**src/rtl/burst_reader.sv**
```systemverilog
// -----------------------------------------------------------------------------
// burst_reader
//
// Drain-side controller for the burst ring buffer. A start command pops a
// programmed number of words (1..BURST_LENGTH) from the buffer read port and
// presents them to the compute datapath as a valid/ready stream. The final
// beat carries m_last and a one-cycle done pulse follows the burst.
//
// Optional feature macro: BURST_READER_STATS_EN
//   defined   : stall_cnt counts cycles with m_valid && !m_ready (saturating,
//               cleared on reset and on command acceptance)
//   undefined : stall counter compiled out, stall_cnt tied to zero
//
// Ports
//   clk, rst    : single rising-edge clock, synchronous active-high reset
//   start       : command strobe, only looked at in IDLE
//   start_len   : beats to move; 0 or > BURST_LENGTH is rejected
//   busy        : high from command acceptance until done
//   done        : one-cycle pulse after the last beat handshake
//   cmd_err     : one-cycle pulse after a rejected start
//   buf_empty   : buffer empty flag
//   buf_ren     : buffer pop strobe
//   buf_dout    : buffer read data, valid the cycle after buf_ren
//   m_valid/m_ready/m_data/m_last : output stream
//   beat_cnt    : beats handshaked in the current command
//   stall_cnt   : back-pressure stall cycles (see macro above)
// -----------------------------------------------------------------------------
module burst_reader #(
    parameter int DATA_WIDTH   = 32,
    parameter int BURST_LENGTH = 128,
    parameter int LEN_WIDTH    = $clog2(BURST_LENGTH) + 1
) (
    input  logic                  clk,
    input  logic                  rst,
    input  logic                  start,
    input  logic [LEN_WIDTH-1:0]  start_len,
    output logic                  busy,
    output logic                  done,
    output logic                  cmd_err,
    input  logic                  buf_empty,
    output logic                  buf_ren,
    input  logic [DATA_WIDTH-1:0] buf_dout,
    output logic                  m_valid,
    input  logic                  m_ready,
    output logic [DATA_WIDTH-1:0] m_data,
    output logic                  m_last,
    output logic [LEN_WIDTH-1:0]  beat_cnt,
    output logic [31:0]           stall_cnt
);

    localparam logic [LEN_WIDTH-1:0]  LEN_ZERO  = {LEN_WIDTH{1'b0}};
    localparam logic [LEN_WIDTH-1:0]  LEN_ONE   = {{(LEN_WIDTH-1){1'b0}}, 1'b1};
    localparam logic [LEN_WIDTH-1:0]  LEN_MAX   = LEN_WIDTH'(BURST_LENGTH);
    localparam logic [DATA_WIDTH-1:0] DATA_ZERO = {DATA_WIDTH{1'b0}};

    typedef enum logic [1:0] {
        ST_IDLE = 2'd0,
        ST_RUN  = 2'd1,
        ST_DONE = 2'd2
    } state_t;

    // A command length is usable when it is non-zero and fits the buffer.
    function automatic logic len_is_legal(input logic [LEN_WIDTH-1:0] len);
        len_is_legal = (len != LEN_ZERO) && (len <= LEN_MAX);
    endfunction

    state_t                  state_q, state_d;
    logic [LEN_WIDTH-1:0]    len_q, len_d;
    logic [LEN_WIDTH-1:0]    pop_rem_q, pop_rem_d;
    logic [LEN_WIDTH-1:0]    beat_cnt_q, beat_cnt_d;
    logic                    inflight_q, inflight_d;
    logic [1:0]              qcnt_q, qcnt_d;
    logic [DATA_WIDTH-1:0]   q0_q, q0_d;
    logic [DATA_WIDTH-1:0]   q1_q, q1_d;
    logic                    busy_q, busy_d;
    logic                    done_q, done_d;
    logic                    cmd_err_q, cmd_err_d;

    logic                    accept_s;
    logic                    reject_s;
    logic                    m_valid_s;
    logic                    hs_s;
    logic [2:0]              occ_s;
    logic                    buf_ren_s;
    logic                    m_last_s;
    logic [DATA_WIDTH-1:0]   m_data_s;

    // Command decode, stream handshake and pop decision.
    always_comb begin
        accept_s  = (state_q == ST_IDLE) && start && len_is_legal(start_len);
        reject_s  = (state_q == ST_IDLE) && start && !len_is_legal(start_len);
        // The word in flight is offered directly so the first beat appears
        // the cycle its data arrives, not one cycle later.
        m_valid_s = (qcnt_q != 2'd0) || inflight_q;
        hs_s      = m_valid_s && m_ready;
        // Words held after this cycle if nothing new were popped; a beat
        // leaving this cycle frees its slot immediately.
        occ_s     = {1'b0, qcnt_q} + {2'b00, inflight_q} - {2'b00, hs_s};
        buf_ren_s = (state_q == ST_RUN) && !buf_empty &&
                    (pop_rem_q != LEN_ZERO) && (occ_s < 3'd2);
        m_last_s  = m_valid_s && (beat_cnt_q == (len_q - LEN_ONE));
    end

    // Stream data source: queue head first, otherwise the arriving word.
    always_comb begin
        m_data_s = DATA_ZERO;
        if (qcnt_q != 2'd0) begin
            m_data_s = q0_q;
        end else if (inflight_q) begin
            m_data_s = buf_dout;
        end else begin
            m_data_s = DATA_ZERO;
        end
    end

    // FSM next-state logic.
    always_comb begin
        state_d = state_q;
        case (state_q)
            ST_IDLE: begin
                if (accept_s) begin
                    state_d = ST_RUN;
                end else begin
                    state_d = ST_IDLE;
                end
            end
            ST_RUN: begin
                if (hs_s && m_last_s) begin
                    state_d = ST_DONE;
                end else begin
                    state_d = ST_RUN;
                end
            end
            ST_DONE: begin
                state_d = ST_IDLE;
            end
            default: begin
                state_d = ST_IDLE;
            end
        endcase
    end

    // Command length, pop budget, beat counter and in-flight tracking.
    always_comb begin
        len_d      = len_q;
        pop_rem_d  = pop_rem_q;
        beat_cnt_d = beat_cnt_q;
        inflight_d = buf_ren_s;
        if (accept_s) begin
            len_d      = start_len;
            pop_rem_d  = start_len;
            beat_cnt_d = LEN_ZERO;
        end else begin
            if (buf_ren_s) begin
                pop_rem_d = pop_rem_q - LEN_ONE;
            end else begin
                pop_rem_d = pop_rem_q;
            end
            if (hs_s) begin
                beat_cnt_d = beat_cnt_q + LEN_ONE;
            end else begin
                beat_cnt_d = beat_cnt_q;
            end
        end
    end

    // Two-entry output queue: q0 is the head, q1 the tail.
    always_comb begin
        logic                  head_pop;
        logic                  bypass;
        logic                  push;
        logic [1:0]            cnt_after_pop;
        q0_d          = q0_q;
        q1_d          = q1_q;
        qcnt_d        = qcnt_q;
        head_pop      = hs_s && (qcnt_q != 2'd0);
        // An empty queue means the accepted beat was the in-flight word,
        // which then never needs to be stored.
        bypass        = hs_s && (qcnt_q == 2'd0);
        push          = inflight_q && !bypass;
        cnt_after_pop = qcnt_q;
        if (head_pop) begin
            q0_d          = q1_q;
            cnt_after_pop = qcnt_q - 2'd1;
        end else begin
            cnt_after_pop = qcnt_q;
        end
        if (push) begin
            if (cnt_after_pop == 2'd0) begin
                q0_d = buf_dout;
            end else begin
                q1_d = buf_dout;
            end
            qcnt_d = cnt_after_pop + 2'd1;
        end else begin
            qcnt_d = cnt_after_pop;
        end
    end

    // Registered status outputs follow the next FSM state.
    always_comb begin
        busy_d    = (state_d != ST_IDLE);
        done_d    = (state_d == ST_DONE);
        cmd_err_d = reject_s;
    end

    // State, counters, queue and status registers.
    always_ff @(posedge clk) begin
        if (rst) begin
            state_q    <= ST_IDLE;
            len_q      <= LEN_ZERO;
            pop_rem_q  <= LEN_ZERO;
            beat_cnt_q <= LEN_ZERO;
            inflight_q <= 1'b0;
            qcnt_q     <= 2'd0;
            q0_q       <= DATA_ZERO;
            q1_q       <= DATA_ZERO;
            busy_q     <= 1'b0;
            done_q     <= 1'b0;
            cmd_err_q  <= 1'b0;
        end else begin
            state_q    <= state_d;
            len_q      <= len_d;
            pop_rem_q  <= pop_rem_d;
            beat_cnt_q <= beat_cnt_d;
            inflight_q <= inflight_d;
            qcnt_q     <= qcnt_d;
            q0_q       <= q0_d;
            q1_q       <= q1_d;
            busy_q     <= busy_d;
            done_q     <= done_d;
            cmd_err_q  <= cmd_err_d;
        end
    end

`ifdef BURST_READER_STATS_EN
    logic [31:0] stall_cnt_q, stall_cnt_d;

    // Saturating back-pressure stall counter, restarted per command.
    always_comb begin
        stall_cnt_d = stall_cnt_q;
        if (accept_s) begin
            stall_cnt_d = 32'd0;
        end else if (m_valid_s && !m_ready && (stall_cnt_q != 32'hFFFF_FFFF)) begin
            stall_cnt_d = stall_cnt_q + 32'd1;
        end else begin
            stall_cnt_d = stall_cnt_q;
        end
    end

    // Stall counter register.
    always_ff @(posedge clk) begin
        if (rst) begin
            stall_cnt_q <= 32'd0;
        end else begin
            stall_cnt_q <= stall_cnt_d;
        end
    end

    assign stall_cnt = stall_cnt_q;
`else
    assign stall_cnt = 32'd0;
`endif

    assign busy     = busy_q;
    assign done     = done_q;
    assign cmd_err  = cmd_err_q;
    assign buf_ren  = buf_ren_s;
    assign m_valid  = m_valid_s;
    assign m_data   = m_data_s;
    assign m_last   = m_last_s;
    assign beat_cnt = beat_cnt_q;

endmodule

```
**config.mk**
```make
export PLATFORM = sky130hd
export DESIGN_NAME = burst_reader
export DESIGN_NICKNAME = d
export VERILOG_FILES = /design/src/rtl/burst_reader.sv
export SDC_FILE = /design/constraint.sdc
export NUM_CORES = 1
export LEC_CHECK = 0
export BUFFER_PORTS_ARGS = -buffer_cell sky130_fd_sc_hd__buf_2
export CAP_MARGIN = 15
export CORE_ASPECT_RATIO = 0.6
export CORE_MARGIN = 3
export CORE_UTILIZATION = 40
export CTS_CLUSTER_SIZE = 10
export DETAILED_ROUTE_END_ITERATION = 10
export PLACE_DENSITY = 0.68
export SETUP_SLACK_MARGIN = 0.05
export SLEW_MARGIN = 20
export SYNTH_ARGS = -nofsm -noshare
export SYNTH_HDL_FRONTEND = slang
export SYNTH_SLANG_ARGS = --single-unit
```
**constraint.sdc**
```tcl
create_clock -name clk -period 3.7 [get_ports clk]
set_clock_uncertainty 0.05 [all_clocks]
set_input_delay 0.37 -clock clk [delete_from_list [all_inputs] [get_ports clk]]
set_output_delay 0.37 -clock clk [all_outputs]
set_load 0.01 [all_outputs]
```
# Word-level counts from Yosys, hierarchy flattened
# Cells that the tools add are included.
totals:
  register_bits: 96
  latchBits: 0
  ram_bits: 0
  romBits: 0
  in_bits: 45
  output_inout_bits: 78
  word_cells: 63
  n_memories: 0
op_classes:
  addsub: 7
  mul: 0
  div: 0
  n_lt_le_gt_ge: 2
  n_eq_ne: 3
  shifts: 0
  n_mux: 12
  bitwise_logic: 1
  reduce_logical: 27
op_table:
  columns: ["cell", "count"]
  rows:
  - ["2-to-1 mux 32 bit", 5]
  - ["2-to-1 mux 8 bit", 2]
  - ["nonzero test 8 bit", 2]
  - ["subtractor 8 x 1 -> 8 bit, second input constant", 2]
  - ["logical AND 1 bit", 13]
  - ["adder 8 x 1 -> 8 bit, second input constant", 1]
  - ["== test 8 bit", 1]
  - ["<= comparator 8 bit, second input constant", 1]
  - ["zero test 2 bit", 3]
  - ["2-to-1 mux 2 bit", 3]
  - ["nonzero test 2 bit", 3]
  - ["case mux 2 bit (2 select lines)", 1]
  - ["adder 2 x 1 -> 3 bit", 1]
  - ["zero test 1 bit", 3]
  - ["< comparator 3 x 2 -> 1 bit, second input constant", 1]
  - ["subtractor 3 x 1 -> 3 bit", 1]
  - ["adder 2 x 1 -> 2 bit, second input constant", 1]
  - ["== test 2 x 1 -> 1 bit, second input constant", 1]
  - ["== test 2 bit, second input constant", 1]
  - ["AND reduction 2 bit", 1]
  - ["OR reduction 2 bit", 1]
  - ["subtractor 2 x 1 -> 2 bit, second input constant", 1]
  - ["logical OR 1 bit", 1]
  - ["2-to-1 mux 1 bit", 1]
  - ["NOT 1 bit", 1]

# Logic depth before layout (Yosys ltp)
# Gate-level depths: netlist of the first run.
depth:
  ltp_word: 8
  mapped_depth: 14
  ltp_nobuf: 13

# Worst setup path before layout of the first run
# OpenSTA, ideal clock, no wires.
synth_path:
  path_type: "register to register"
  from: "register qcnt_q[1]"
  to: "register pop_rem_q[4]"
  arrival_time_ns: 3.323
  required_ns: 3.576
  setup_slack_ns: 0.253
  stages_incl_launch_ff: 15
  path_buffers: 1
  period_less_slack_ns: 3.447
  path_cell_list: "dfxtp_1 > inv_1 > ha_1 > nand2b_1 > and2_1 > clkbuf_1 > ha_1 > nand2b_1 > fa_1 > and4bb_2 > o311ai_4 > inv_2 > nand2_2 > or4_2 > a31oi_1"
synth_between:
  elab_chain_len: 7
  word_cells_on_any_way: 8
  cone_classes: "add/sub: 2; order compare: 1; reduce/logical: 5"
synth_rtl:
  columns: ["element", "line", "source"]
  rows:
  - ["from (decl)", "72", "logic [1:0] qcnt_q, qcnt_d;"]
  - ["from (signal assigned)", "227", "qcnt_q <= qcnt_d;"]
  - ["nonzero test 2 bit", "94", "m_valid_s = (qcnt_q != 2'd0) || inflight_q;"]
  - ["logical OR 1 bit", "94", null]
  - ["via m_valid", "43", "output logic m_valid,"]
  - ["logical AND 1 bit", "95", "hs_s = m_valid_s && m_ready;"]
  - ["via hs_s", "82", "logic hs_s;"]
  - ["subtractor 3 x 1 -> 3 bit", "98", "occ_s = {1'b0, qcnt_q} + {2'b00, inflight_q} - {2'b00, hs_s};"]
  - ["< comparator 3 x 2 -> 1 bit", "100", "(pop_rem_q != LEN_ZERO) && (occ_s < 3'd2);"]
  - ["logical AND 1 bit", "100", null]
  - ["via buf_ren", "41", "output logic buf_ren,"]
  - ["nonzero test 2 bit (no line)", null, null]
  - ["to (signal assigned)", "224", "pop_rem_q <= pop_rem_d;"]
  - ["to (decl)", "69", "logic [LEN_WIDTH-1:0] pop_rem_q, pop_rem_d;"]
# The timed path passes the listed nets, and every way through them passes these cells.
# A chain may end at the register's enable or synchronous reset.

# Final worst setup path of the first run
layout_path:
  from: "register qcnt_q[0]"
  to: "register pop_rem_q[4]"
layout_between:
  elab_chain_len: 7
  word_cells_on_any_way: 8
  cone_classes: "add/sub: 2; order compare: 1; reduce/logical: 5"
layout_rtl:
  columns: ["element", "line"]
  rows:
  - ["parallel branches: the longest is 3 deep, another holds adder 2 x 1 -> 3 bit", null]
  - ["subtractor 3 x 1 -> 3 bit (*)", "98"]
  - ["< comparator 3 x 2 -> 1 bit (*)", "100"]
  - ["logical AND 1 bit (*)", "100"]
  - ["nonzero test 2 bit (no line) (*)", null]
# Every way passes the cells marked *.

==> results of run 1 <==
-- cells in the mapped netlist (8+ instances only) --
master	instances
inv_1	41
nand2_1	83
xnor2_1	11
nor2_1	53
xor2_1	9
buf_2	8
o21ai_0	36
clkbuf_1	30
dfxtp_1	96
a211oi_1	34
nand3_1	38
nand2b_1	8
mux2i_1	34
a21oi_1	45
buf_4	32
-- through the flow --
stage	worst slack, ns	hold WS [ns]
floorplan	0.253	0.386
global placement	0.512	0.391
detailed placement	0.356	0.396
CTS	0.344	0.225
global route	0.179	0.239
finish	0.331	0.237
-- metal layers --
layer | GRT usage | part of all wire | vias to the layer above
met5 | 0 | 0 | -
met4 | 0.0411 | 0.012 | 0
met3 | 0.0416 | 0.067 | 18
met2 | 0.283 | 0.44 | 140
met1 | 0.257 | 0.48 | 2094
li1 | - | - | 2222
-- registers in the layout, summed over array words and instances, names as in the netlist --
signal / flops
q0_q: 32
beat_cnt: 8
pop_rem_q: 8
inflight_q: 1
len_q: 8
cmd_err: 1
qcnt_q: 2
state_q: 2
done: 1
busy: 1
q1_q: 32
-- cell families after synthesis --
| kind of cell | share of synthesized area |
|---|---|
| mux | 0.0684 |
| fa+ha+maj | 0.0216 |
| xor+xnor | 0.0352 |
| flops | 0.387 |
| other cells | 0.000754 |
| compound gates | 0.163 |
| simple gates | 0.210 |
| buf+inv | 0.114 |
-- area by class of cell --
cell class	instances	area, um2	share of cell area
multi-input cells	450	2610	0.453
flip-flops and latches	96	1920	0.334
repair buffers	100	538	0.0934
clock buffers	10	239	0.0415
well taps	160	200	0.0348
inverters	42	158	0.0274
clock inverters	6	90.1	0.0156
-- final timing paths --
path / start / endpoint / slack [ns] / depth (start not counted)
worst max-delay path: qcnt_q[0] / pop_rem_q[4] / 0.33 / 13
worst min-delay path: buf_dout[28] / q1_q[28] / 0.24 / 3
worst max register to register: qcnt_q[0] / pop_rem_q[4] / 0.33 / 13
worst min register to register: q1_q[14] / q1_q[14] / 0.41 / 2
-- critical path: stages, from the launching register on --
cell and delay (ns):
dfxtp_1 0.32, inv_1 0.12, ha_2 0.20, nand2b_1 0.09, and2_1 0.19, ha_1 0.26, nand2b_1 0.15, fa_1 0.50
and4bb_2 0.27, o311ai_4 0.18, inv_2 0.16, nand2_2 0.08, or4_2 0.54, a31oi_1 0.18
-- power by group --
| group | internal, mW | switching, mW |
|---|---|---|
| Clock | 0.613 | 0.405 |
| Combinational | 0.248 | 0.443 |
| Sequential | 1.08 | 0.0427 |
| Total | 1.94 | 0.891 |
==> reports/results.txt, run 1 <==
Final period util -> 0.911
HP Class -> input port to flip-flop
RSZ-0062 raised after global routing -> false
Clk pin slew, worst setup/hold paths -> 0.07 ns
Asr flop ratio synth -> 0
Clock tree sinks -> 96
Netlist Area Pre-Place -> 4970 um2
# IOs -> 123
Syn avg cell area -> 7.88 um2
Crit path max fanout -> 8
Hold Fails Final Rpt -> 0
Clock tree buffer depth -> 2
Rel. slew slack -> 0.493
Final Max Tran Viols -> 0
ANT cells -> 0
Setup bufs post-CTS -> 0
Layout Utilization -> 0.492
Total track usage -> 0.182
Post-synth EDFFs -> 0
Yosys top cell by area -> dfxtp_1
Layout area overhead -> 15.8%
Drt wl/cell -> 14.5 um
Die area -> 13800 um2
Setup TNS Final -> 0 ns
Router iterations before antenna repair -> 5
Cts repair resizes -> 0
DRT Wirelength -> 12500 um
Initial Util -> 0.425
Clk_lat worst skew -> 0.34 ns
Largest cells by area after synthesis -> dfxtp_1, mux2i_1, nand2_1, a211oi_1, buf_4
Final worst path period need -> 3.37 ns
Status -> complete, no violations
Kind of critical path -> flip-flop to flip-flop
MaxCap Viol Count -> 0
CP Capture Type -> flip-flop
Drt drc -> 0
Worst setup SP type -> flip-flop
HPWL after DPL -> 8880 um
Req. time, crit path -> 3.90 ns
CTS tree -> yes
Syn. warnings -> 0
CORE AREA -> 11700 um2
Pin count of the biggest net entering global routing -> 67
Cell Rows -> 30
VDD IR-drop max -> 0.290 mV
Initial antenna violation count -> 0
Register bit total from synthesis -> 96
Cts hold-fix bufs -> 0
NumNets Final -> 752
Max Clock Freq -> 297 MHz
Routed Antenna Nets -> 0
Most frequent cells in the layout -> dfxtp_1, buf_2, nand2_1, nor2_1, a21oi_1
Global-route wire length before repair -> 20700 um
Initial DRC count -> 238
Total grt overflow -> 0
Synth Instances -> 631
Commonest non-fill, non-tap cell in the layout -> dfxtp_1
PD cells -> 492 nW/um2
Sequential share of the synthesized area -> 0.387
Die Height -> 92.4 um
Share of layout cells above drive strength 1 -> 0.186
Design Area, Final -> 5760 um2
Worst endpoint data arrival time -> 3.57 ns
Top FF cell, synth -> dfxtp_1
I/O Buffers -> 90
Root buf cell -> clkbuf_16
Dpl cells -> 848
Leakage -> 2.43 nW
GP Congestion -> 0.867
Cell variety after synth -> 50
Via count of the routed design -> 4474
Vias in the first global route -> 4225
Die width -> 150 um
Fillcell total -> 1160
Placed Area -> 5430 um2
TritonCTS Buffers -> 9
Final Power -> 2.83 mW
H-Tree Depth -> 3
Final setup viols -> 0
Non-Filler Instances -> 864
Slew @ Worst Pin -> 0.761 ns
Routed vias/inst -> 5.18
Top cell type's share of synthesized area -> 0.387
No activity file was read; power rests on OpenSTA's default activity.
==> run 2: changes to the inputs <==
- REMOVE_ABC_BUFFERS: not set -> 1
- SLEW_MARGIN: 20 -> 10
==> run 2 against run 1 <==
- register-to-register slack about the same
- clock power is 13% lower
- utilization fell by 0.58 points
- cell area shrank 1.2%
- largest cell class unchanged
- highest routed layer unchanged
==> reports/results.txt, run 2 (synthesis results as in run 1) <==
Leakage -> 2.39 nW (-1.6%)
Most frequent cells in the layout -> dfxtp_1, buf_2, nand2_1, nor2_1, a21oi_1
Final Power -> 2.70 mW (-4.8%)
Initial antenna violation count -> 0 (unchanged)
Dpl cells -> 847 (-0.12%)
Worst endpoint data arrival time -> 2.95 ns (-0.62 ns)
NumNets Final -> 751 (-0.13%)
Clock tree buffer depth -> 2 (unchanged)
Via count of the routed design -> 4410 (-1.4%)
Global-route wire length before repair -> 20100 um (-2.5%)
Max Clock Freq -> 297 MHz (+0.10%)
Layout area overhead -> 14.4%
Final period util -> 0.910 (-0.000921)
H-Tree Depth -> 3 (unchanged)
VDD IR-drop max -> 0.216 mV (-25%)
Design Area, Final -> 5690 um2 (-1.2%)
Non-Filler Instances -> 863 (-0.12%)
Slew @ Worst Pin -> 0.660 ns (-0.101 ns)
Rel. slew slack -> 0.560 (+0.0673)
Routed Antenna Nets -> 0 (unchanged)
Final hold slack -> 0.242 ns (+0.00444 ns)
Cts repair resizes -> 0 (unchanged)
CTS tree -> yes
Pin count of the biggest net entering global routing -> 67 (unchanged)
Hold Path Stages -> 3 (unchanged)
RSZ-0062 raised after global routing -> false
# IOs -> 123 (unchanged)
Die Height -> 92.4 um (unchanged)
Worst setup SP type -> flip-flop
Final Max Tran Viols -> 0 (unchanged)
Root buf cell -> clkbuf_16
Clk_lat worst skew -> 0.34 ns (about the same)
Total track usage -> 0.179 (-0.00345)
R2R Path End -> pop_rem_q[4]
Clock tree sinks -> 96 (unchanged)
GP Congestion -> 0.822 (-5.2%)
Hold Fails Final Rpt -> 0 (unchanged)
Req. time, crit path -> 3.28 ns (-0.62 ns)
ANT cells -> 0 (unchanged)
Cts hold-fix bufs -> 0 (unchanged)
Final setup viols -> 0 (unchanged)
Drt wl/cell -> 14.3 um (-0.84%)
Die area -> 13800 um2 (unchanged)
DRT Wirelength -> 12400 um (-0.95%)
Kind of critical path -> flip-flop to output pin
FF-to-FF setup slack -> 0.34 ns (about the same)
HP Class -> input port to flip-flop
Vias in the first global route -> 4086 (-3.3%)
R2R Path Start -> qcnt_q[1]
CORE AREA -> 11700 um2 (unchanged)
R2R cell count -> 13 (unchanged)
Cell Rows -> 30 (unchanged)
Die width -> 150 um (unchanged)
Clk pin slew, worst setup/hold paths -> 0.07 ns (about the same)
Setup TNS Final -> 0 ns (unchanged)
Min-Delay Endpoint -> q1_q[8]
Hold Startpoint -> buf_dout[8]
Placed Area -> 5410 um2 (-0.37%)
Total grt overflow -> 0 (unchanged)
Setup bufs post-CTS -> 0 (unchanged)
Final worst path period need -> 3.37 ns (-0.00341 ns)
Commonest non-fill, non-tap cell in the layout -> dfxtp_1
Routed vias/inst -> 5.11 (-1.3%)
CP Capture Type -> output pin
HPWL after DPL -> 8590 um (-3.3%)
Biggest regs -> q0_q (32), q1_q (32)
MaxCap Viol Count -> 0 (unchanged)
PD cells -> 474 nW/um2 (-3.6%)
Initial DRC count -> 242 (+1.7%)
Initial Util -> 0.425 (unchanged)
Router iterations before antenna repair -> 5 (unchanged)
I/O Buffers -> 90 (unchanged)
TritonCTS Buffers -> 9 (unchanged)
Fillcell total -> 1128 (-2.8%)
Status -> complete, no violations
Share of layout cells above drive strength 1 -> 0.185 (-0.00116)
Crit path max fanout -> 8 (unchanged)
Drt drc -> 0 (unchanged)
-- run 2: changes by cell type in the layout (fill, tap and decap cells not counted), sizes merged --
cell | previous run | this run
clkbuf | 10 | 9
clkinvlp | 1 | 3
bufinv | 2 | 0
inv | 43 | 44
buf | 100 | 99
-- run 2: power breakdown --
| group | switching (mW) | leakage (nW) | internal [mW] |
|---|---|---|---|
| clock | 0.421 | 0.130 | 0.463 |
| sequential | 0.0438 | 0.776 | 1.08 |
| combinational | 0.445 | 1.48 | 0.245 |
-- run 2: final cells by class --
cell class | instances | area (um2) | area share
flip-flops and latches | 96 | 1920 | 0.338
multi-input cells | 450 | 2610 | 0.459
inverters | 42 | 158 | 0.0277
clock buffers | 9 | 225 | 0.0396
well taps | 160 | 200 | 0.0352
clock inverters | 7 | 56.3 | 0.00989
repair buffers | 99 | 518 | 0.0910
-- run 2: worst max path at each step --
stage                          from           end  slack (ns)  cells after the start
final                     qcnt_q[1]       buf_ren        0.33                     11
after global routing      qcnt_q[1]       buf_ren        0.13                     11
after CTS                 qcnt_q[1]       buf_ren        0.30                     11
after detailed placement  qcnt_q[1]  pop_rem_q[4]        0.36                     13
after global placement    qcnt_q[1]  pop_rem_q[4]        0.50                     13
after floorplan           qcnt_q[0]       q0_q[0]       -1.09                      8
-- run 2: critical path, cell delays in order (launching register included) --
cell and delay [ns]:
dfxtp_1 0.41, inv_1 0.07, ha_2 0.17, nand2b_1 0.13, and2_1 0.18, ha_1 0.23, nand2b_1 0.15, fa_1 0.49
and4bb_2 0.26, o311ai_4 0.18, inv_2 0.16, buf_2 0.16
-- run 2: metal layers --
layer  track usage  up-vias  routed length (um)
li1              -     2219                   -
met1         0.254     2043                6140
met2         0.271      134                5330
met3        0.0460       14                 783
met4        0.0411        0                 123
met5             0        -                   0
-- run 2: through the flow --
| stage | worst slack (ns) | utilization |
|---|---|---|
| 3_5_place_dp | 0.364 | 0.462 |
| 4_1_cts | 0.297 | 0.486 |
| 2_1_floorplan | -1.09 | - |
| 5_1_grt | 0.131 | 0.486 |
| 6_report | 0.334 | 0.486 |
| 3_3_place_gp | 0.504 | 0.462 |
==> run 3: changes to the inputs <==
- CORE_ASPECT_RATIO: 0.6 -> 2
==> run 3 against run 2 <==
- power about the same
- clock power about the same
- utilization down 1.7 points
- via count up 0.36%
- wire length down 0.74%
- sequential share of layout area about the same
- critical path depth up 2
- sequential power about the same
- cell area down 0.11%
- worst setup slack better by 0.0034 ns
- critical path type is now flip-flop to flip-flop
- largest cell class unchanged
- largest power group unchanged
==> reports/results.txt, run 3 (synthesis results as in run 1) <==
Leakage -> 2.40 nW (+0.23%)
Initial antenna violation count -> 0 (unchanged)
Largest incremental delay on the critical path -> 0.55 ns (+0.06 ns)
Hold Fails Final Rpt -> 0 (unchanged)
H-Tree Depth -> 3 (unchanged)
DRT Wirelength -> 12300 um (-0.74%)
PD cells -> 474 nW/um2 (about the same)
Share of layout cells above drive strength 1 -> 0.184 (-0.00116)
Fillcell total -> 1229 (+9.0%)
Most frequent cells in the layout -> dfxtp_1, buf_2, nand2_1, nor2_1, a21oi_1
Max Clock Freq -> 297 MHz (+0.10%)
Final Power -> 2.70 mW (about the same)
CP Capture Type -> flip-flop
Routed vias/inst -> 5.21 (+2.0%)
Final worst path period need -> 3.36 ns (-0.00342 ns)
Crit-path most repeated cell -> nand2b_1
Final hold slack -> 0.230 ns (-0.0116 ns)
TritonCTS Buffers -> 9 (unchanged)
Rel. slew slack -> 0.271 (-0.289)
Worst-path cell chain -> inv_1, ha_2, nand2b_1, and2_1, ha_1, nand2b_1, fa_1, and4bb_2, o311ai_4, inv_2, nand2_2, or4_2, a31oi_1
Family with the most delay on the worst path -> simple AND/OR/NAND/NOR gates
Placed Area -> 5400 um2 (-0.21%)
Crit path max fanout -> 8 (unchanged)
Vias in the first global route -> 4358 (+6.7%)
Global-route wire length before repair -> 20500 um (+1.8%)
Dpl ws -> 0.355 ns (-0.00816 ns)
Initial DRC count -> 181 (-25%)
Met3 wire length -> 543 um (-31%)
Drt wl/cell -> 14.5 um (+0.89%)
CP bufs+invs -> 2 (-1)
Clk pin slew, worst setup/hold paths -> 0.08 ns (about the same)
WL met1 -> 4700 um (-24%)
Final worst slack -> 0.338 ns (+0.00342 ns)
RSZ-0062 raised after global routing -> false
Worst endpoint data arrival time -> 3.57 ns (+0.62 ns)
Total grt overflow -> 0 (unchanged)
Initial Util -> 0.410 (-0.0145)
Drt drc -> 0 (unchanged)
HPWL after DPL -> 8800 um (+2.5%)
Pin count of the biggest net entering global routing -> 67 (unchanged)
Final period util -> 0.909 (-0.000924)
Cts hold-fix bufs -> 0 (unchanged)
Clock tree buffer depth -> 2 (unchanged)
Kind of critical path -> flip-flop to flip-flop
Status -> complete, no violations
CORE AREA -> 12100 um2 (+3.5%)
Die area -> 13900 um2 (+0.27%)
Slew @ Worst Pin -> 1.09 ns (+0.433 ns)
Commonest non-fill, non-tap cell in the layout -> dfxtp_1
Final setup viols -> 0 (unchanged)
CTS tree -> yes
CP max stage cell -> or4_2
Cell Rows -> 57 (+90%)
Req. time, crit path -> 3.91 ns (+0.63 ns)
Clk_lat worst skew -> 0.34 ns (about the same)
Router iterations before antenna repair -> 4 (-1)
# IOs -> 123 (unchanged)
Via count of the routed design -> 4426 (+0.36%)
Uppermost layer routed -> met4
Setup bufs post-CTS -> 0 (unchanged)
Die width -> 84.8 um (-43%)
Met2 WL post-DR -> 6560 um (+23%)
Layout area overhead -> 14.3%
Total track usage -> 0.182 (+0.00306)
GP Congestion -> 0.853 (+3.8%)
Root buf cell -> clkbuf_16
MaxCap Viol Count -> 0 (unchanged)
ANT cells -> 0 (unchanged)
Worst setup SP type -> flip-flop
HP Class -> input port to flip-flop
Design Area, Final -> 5680 um2 (-0.11%)
I/O Buffers -> 90 (unchanged)
Cts repair resizes -> 0 (unchanged)
VDD IR-drop max -> 0.259 mV (+20%)
Biggest regs -> q0_q (32), q1_q (32)
Final Max Tran Viols -> 0 (unchanged)
NumNets Final -> 750 (-0.13%)
Die Height -> 164 um (+77%)
Clock tree sinks -> 96 (unchanged)
Routed Antenna Nets -> 0 (unchanged)
==> run 3: cell count changes in the layout (fill, tap and decap cells not counted) <==
cell and change:
buf_4 -2, clkinvlp_4 -1, clkinv_4 +1, clkinv_2 -1, buf_12 +1, inv_6 +1
==> run 3: layer usage <==
| metal | global-route usage | up-vias |
|---|---|---|
| met4 | 0.0908 | 0 |
| li1 | - | 2210 |
| met1 | 0.191 | 2051 |
| met3 | 0.0262 | 34 |
| met2 | 0.343 | 131 |
| met5 | 0 | - |
==> run 3: cell type report <==
| cell class | instances | area, um2 | area share |
|---|---|---|---|
| Multi-Input combinational cell | 450 | 2610 | 0.459 |
| Clock buffer | 9 | 225 | 0.0396 |
| Tap cell | 147 | 184 | 0.0324 |
| Sequential cell | 96 | 1920 | 0.338 |
| Clock inverter | 7 | 61.3 | 0.0108 |
| Inverter | 42 | 158 | 0.0277 |
| Timing Repair Buffer | 98 | 523 | 0.0920 |
==> run 3: path summary, 6_finish.rpt <==
| kind | from | to | slack (ns) | cells past startpoint |
|---|---|---|---|---|
| worst max register to register | qcnt_q[0] | pop_rem_q[4] | 0.34 | 13 |
| worst min-delay path | buf_dout[4] | q1_q[4] | 0.23 | 3 |
| worst min register to register | q1_q[31] | q1_q[31] | 0.40 | 2 |
| worst max-delay path | qcnt_q[0] | pop_rem_q[4] | 0.34 | 13 |
==> run 3: through the flow <==
step,util,cells,setup TNS [ns]
2_1_floorplan,-,588,-72.82
3_3_place_gp,0.445,833,0
3_5_place_dp,0.445,833,0
4_1_cts,0.469,849,0
5_1_grt,0.469,849,0
6_report,0.469,849,0
==> run 3: tightest hold or removal path, cell delays in order <==
cell,delay (ns)
buf_2,0.11
nand2_1,0.05
a21oi_1,0.05
==> run 3: power breakdown <==
part	total, mW	switching [mW]	internal (mW)
registers	1.12	0.0413	1.08
logic	0.691	0.442	0.249
clock network	0.884	0.417	0.468
total	2.70	0.900	1.80
